==> src/rtl/color_select.sv <==
// Joystick-driven palette colour source for the vga stage.
// Steps are queued in idx_pend and shown only at the start of vertical sync.
module color_select #(
  parameter int unsigned REPEAT_DELAY  = 12_558_140,
  parameter int unsigned REPEAT_RATE   = 3_139_535,
  parameter bit          VS_ACTIVE_LOW = 1'b1
) (
  input  logic        clk_sys,
  input  logic        reset_n,
  input  logic [31:0] joy,
  input  logic        vs,
  output logic [7:0]  color,
  output logic [2:0]  index,
  output logic        changed
);

  localparam logic [23:0] DLY_LD  = 24'(REPEAT_DELAY - 1);
  localparam logic [23:0] RATE_LD = 24'(REPEAT_RATE - 1);
  localparam logic        VS_IDLE = VS_ACTIVE_LOW;

  typedef enum logic [1:0] {IDLE, DELAY, REPEAT} state_t;

  function automatic logic [7:0] pal(input logic [2:0] i);
    case (i)
      3'd0: pal = 8'hFF;
      3'd1: pal = 8'hE0;
      3'd2: pal = 8'h1C;
      3'd3: pal = 8'h03;
      3'd4: pal = 8'hFC;
      3'd5: pal = 8'h1F;
      3'd6: pal = 8'hE3;
      default: pal = 8'h00;
    endcase
  endfunction

  logic [5:0]  joy_q;
  logic        b_q;
  logic        vs_q, vs_qq;
  logic [2:0]  idx_pend;
  logic [23:0] cnt;
  logic        dir_lat;
  state_t      state;

  logic unused_joy;
  assign unused_joy = ^joy[31:6];

  // right xor left, and B masks any direction
  logic       dir_v, dir_r, b_rise, sync_edge;
  logic [2:0] idx_step;
  logic [7:0] new_color;
  assign dir_v     = (joy_q[0] ^ joy_q[1]) & ~joy_q[5];
  assign dir_r     = joy_q[0];
  assign idx_step  = dir_r ? idx_pend + 3'd1 : idx_pend - 3'd1;
  assign b_rise    = joy_q[5] & ~b_q;
  assign sync_edge = (vs_q != VS_IDLE) && (vs_qq == VS_IDLE);
  assign new_color = joy_q[4] ? 8'hE0 : pal(idx_pend);

  always_ff @(posedge clk_sys or negedge reset_n) begin
    if (!reset_n) begin
      joy_q <= '0;
      b_q   <= 1'b0;
      vs_q  <= VS_IDLE;
      vs_qq <= VS_IDLE;
    end else begin
      joy_q <= joy[5:0];
      b_q   <= joy_q[5];
      vs_q  <= vs;
      vs_qq <= vs_q;
    end
  end

  always_ff @(posedge clk_sys or negedge reset_n) begin
    if (!reset_n) begin
      state    <= IDLE;
      idx_pend <= '0;
      cnt      <= '0;
      dir_lat  <= 1'b0;
    end else if (b_rise) begin
      state    <= IDLE;
      idx_pend <= '0;
      cnt      <= '0;
    end else begin
      case (state)
        IDLE: begin
          if (dir_v) begin
            idx_pend <= idx_step;
            dir_lat  <= dir_r;
            cnt      <= DLY_LD;
            state    <= DELAY;
          end
        end
        default: begin
          if (!dir_v) begin
            state <= IDLE;
          end else if (dir_r != dir_lat) begin
            idx_pend <= idx_step;
            dir_lat  <= dir_r;
            cnt      <= DLY_LD;
            state    <= DELAY;
          end else if (cnt == '0) begin
            idx_pend <= idx_step;
            cnt      <= RATE_LD;
            state    <= REPEAT;
          end else begin
            cnt <= cnt - 24'd1;
          end
        end
      endcase
    end
  end

  // apply uses the pre-step idx_pend when a step lands on the sync edge
  always_ff @(posedge clk_sys or negedge reset_n) begin
    if (!reset_n) begin
      color   <= 8'hFF;
      index   <= '0;
      changed <= 1'b0;
    end else if (sync_edge) begin
      color   <= new_color;
      index   <= idx_pend;
      changed <= (new_color != color);
    end else begin
      changed <= 1'b0;
    end
  end

endmodule

==> config.mk <==
export PLATFORM = sky130hd
export DESIGN_NAME = color_select
export DESIGN_NICKNAME = d
export VERILOG_FILES = /design/src/rtl/color_select.sv
export SDC_FILE = /design/constraint.sdc
export NUM_CORES = 1
export LEC_CHECK = 0
export BUFFER_PORTS_ARGS = -buffer_cell sky130_fd_sc_hd__buf_2
export CORE_MARGIN = 3
export CORE_UTILIZATION = 25
export CTS_CLUSTER_SIZE = 20
export DETAILED_ROUTE_END_ITERATION = 12
export GPL_ROUTABILITY_DRIVEN = 0
export PLACE_DENSITY_LB_ADDON = 0.2
export REMOVE_ABC_BUFFERS = 1
export SYNTH_ARGS = -nofsm -noshare
export SYNTH_HDL_FRONTEND = slang
export SYNTH_SLANG_ARGS = --single-unit
==> constraint.sdc <==
create_clock -name clk_sys -period 2.9 [get_ports clk_sys]
set_clock_uncertainty 0.15 [all_clocks]
set_input_delay 0.435 -clock clk_sys [delete_from_list [all_inputs] [get_ports clk_sys]]
set_output_delay 0.435 -clock clk_sys [all_outputs]
set_load 0.02 [all_outputs]
==> impl_results.md <==
- Worst Path Class, Setup: flip-flop to flip-flop
- I/O Buffers: 18
- Worst skew pair latency: about 0.30 ns
- First-pass GRT wire length: 10,200 um
- CP delay by family, top: simple AND/OR/NAND/NOR gates
- Final setup viols: 0
- Max-Cap Viols: 0
- CP Data Arrival Time: 2.49 ns
- Synth top area cells: dfrtp_1, dfstp_2, ha_1
- 1st-iter DRT viols: 92
- CP Data Required Time: ~3 ns
- Final Hold Violating Endpoints: 0
- Sequential element share of the synthesized area: between 40% and 50%
- R2R depth: 5
- Post-synthesis cell count: 264
- Post-synth top area share: between 30% and 40%
- Die area: ~11,000 sq um
- CTS buffer count: 5
- Post-cts gate resize count: 0
- Min Tclk post-route: 2.43 ns
- Rows: 35
- Placed inst area: around 2700 sq um
- Synthesized area per cell: between 9 and 10 sq um
- Final Net Count: roughly 330
- Initial Util: about a quarter
- P per Cell Area: 638 nW/um^2
- Clock sinks: between 40 and 50
- Commonest non-fill, non-tap cell in the layout: dfrtp_1
- Final setup TNS: 0 ns
- Worst Setup SP: cnt[9]
- Via count: 2,056
- GRT Resource Usage Total: approximately 11%
- Post-route DRC: 0
- Post CTS Setup Buffer Count: 0
- Static leakage: between 1 and 1.5 nW
- RR Endpoint: cnt[9]
- Commonest register cell after synthesis: dfrtp_1
- Slew HR: ~71%
- RSZ-0062 raised after global routing: no
- Post-synth EDFFs: 0
- Cell variety after synth: 50
- Routed WL: between 5000 and 6000 um
- Design Area, Final: ~2800 sq um
- Final ANT Viol Nets: 0
- Most frequent cells in the layout: dfrtp_1, nand2_1, nor2_1, o21ai_0, buf_2
- Die Span X: around 110 um
- Design Power: approximately 1.8 mW
- Routed len/inst: ~14 um
- ANT cells: 0
- CTS tree: yes
- Vias in the first global route: between 1,500 and 2,000
- R2R Setup Slk: 0.47 ns
- Cell Area, Synth: between 2000 and 2500 sq um
- CP max FO: 20
- Drt via density: 4.97
- Peak VDD IR: roughly 200 uV
- Top cell type by total area after synthesis: dfrtp_1
- Hold_buf cts: 1
- Bufs on Longest Clock Path: 2
- Core ar.: between 9000 and 10,000 sq um
- Clk slew on worst S/H paths: 0.08 ns
- Max incr delay on CP: around 0.70 ns
- Tcrit/Tclk final: approximately 84%
- Reg-to-reg startpoint: cnt[9]
- Yosys warns: 0
- Hold_ws: 0.0834 ns
- Ports: 47
- HPWL Detailed: between 4000 and 5000 um
- Initial antenna violation count: 0
- Root Buffer: clkbuf_8
- H-tree levels: 2
- Slowest cell on crit path: or4_4
- Grt ovf: 0
- Drt first pass iters: 4
- Slew @ Worst Pin: roughly 0.43 ns
- Hold Path Class: input port to flip-flop
- Crit. path cell count: 5
- Crit path to: cnt[9]
- Upper clock frequency limit: ~410 MHz
- Fin. max-slew vios: 0
- Ratio of cells with drive above 1 in the final layout: between 10% and 20%
- Status: complete, no violations
- Cells along the critical path: nor4_1 -> nand2_2 -> or4_4 -> and4_1 -> nor3_1
- Worst Setup Start Kind: flip-flop
- Post-synth ARST share: 100%
- Post-synthesis register bit count: 44
- Chip height: ~110 um
- Endpoint class of the critical path: flip-flop
- Area growth from synthesis to layout: 13.5%
- Worst path bufs/invs: 0
- Largest net degree at the start of global routing: 30
-- cell usage after synthesis (4+ instances only) --
library cell and n:
nand2_1 26, mux2i_1 5, dfrtp_1 39, nor4_1 10, o21ai_0 18, or3_1 5, o31ai_1 6, a22o_1 8
ha_1 8, a31oi_1 6, buf_4 5, nor2_1 19, dfstp_2 5, o22ai_1 5, inv_1 6, o211a_1 4
a21oi_1 9, nor3_1 14, nand4_1 7, clkbuf_1 11
-- final cells by class --
cell class	instances	area [sq um]
flip-flops and latches	44	1110
clock inverters	1	5.00
well taps	129	161
inverters	6	22.5
multi-input cells	196	1270
fillers	1014	6630
repair buffers	31	190
clock buffers	7	76.3
-- metal layers --
layer | GRT usage [%] | vias to the layer above | part of all wire, %
met5 | 0 | - | 0
met4 | 3.05 | 0 | 1.1
met3 | 2.37 | 6 | 3.7
met2 | 18.6 | 34 | 47
met1 | 14.9 | 989 | 48
li1 | - | 1027 | -
-- power breakdown --
| part | switching, mW | internal (mW) | leakage (nW) | total (mW) |
|---|---|---|---|---|
| clock | 0.205 | 0.169 | 0.0422 | 0.374 |
| sequential | 0.138 | 0.726 | 0.538 | 0.864 |
| combinational | 0.323 | 0.247 | 0.627 | 0.570 |
| total | 0.666 | 1.14 | 1.21 | 1.81 |
-- logic make-up after synthesis --
logic type	after synthesis	share of synthesized area [%]
AND/OR/NAND/NOR	103	22.3
adder cells (fa/ha/maj)	8	4.01
multiplexers	7	2.91
XOR/XNOR	4	1.40
AO/OA/AOI/OAI	74	20.3
buffers and inverters	24	4.71
flip-flops	44	44.4
-- worst reg2reg max path: cells and delay by family, from the launching register on --
family        cells  cell delay (ns)
simple gates      5             1.77
flops             1             0.44
-- registers in the layout, summed over array words and instances, names as in the netlist --
register and cells:
cnt 24, joy_q 4, color 3, idx_pend 3
index 3, state 2, b_q 1, changed 1
dir_lat 1, vs_q 1, vs_qq 1
-- metrics by stage --
step           instances  utilization, %  setup slack, ns
2_1_floorplan        246               -            0.649
3_3_place_gp         405            29.0            0.468
3_5_place_dp         405            29.0            0.480
4_1_cts              414            30.0            0.461
5_1_grt              414            30.0            0.229
6_report             414            30.0            0.472
-- worst min-delay path by stage --
stage                  from    end  cells past startpoint
floorplan           reset_n    b_q                      0
global placement       vs_q  vs_qq                      0
detailed placement     vs_q  vs_qq                      0
CTS                      vs   vs_q                      1
global route             vs   vs_q                      1
finish                   vs   vs_q                      1
Power figures use the tool's default switching activity.
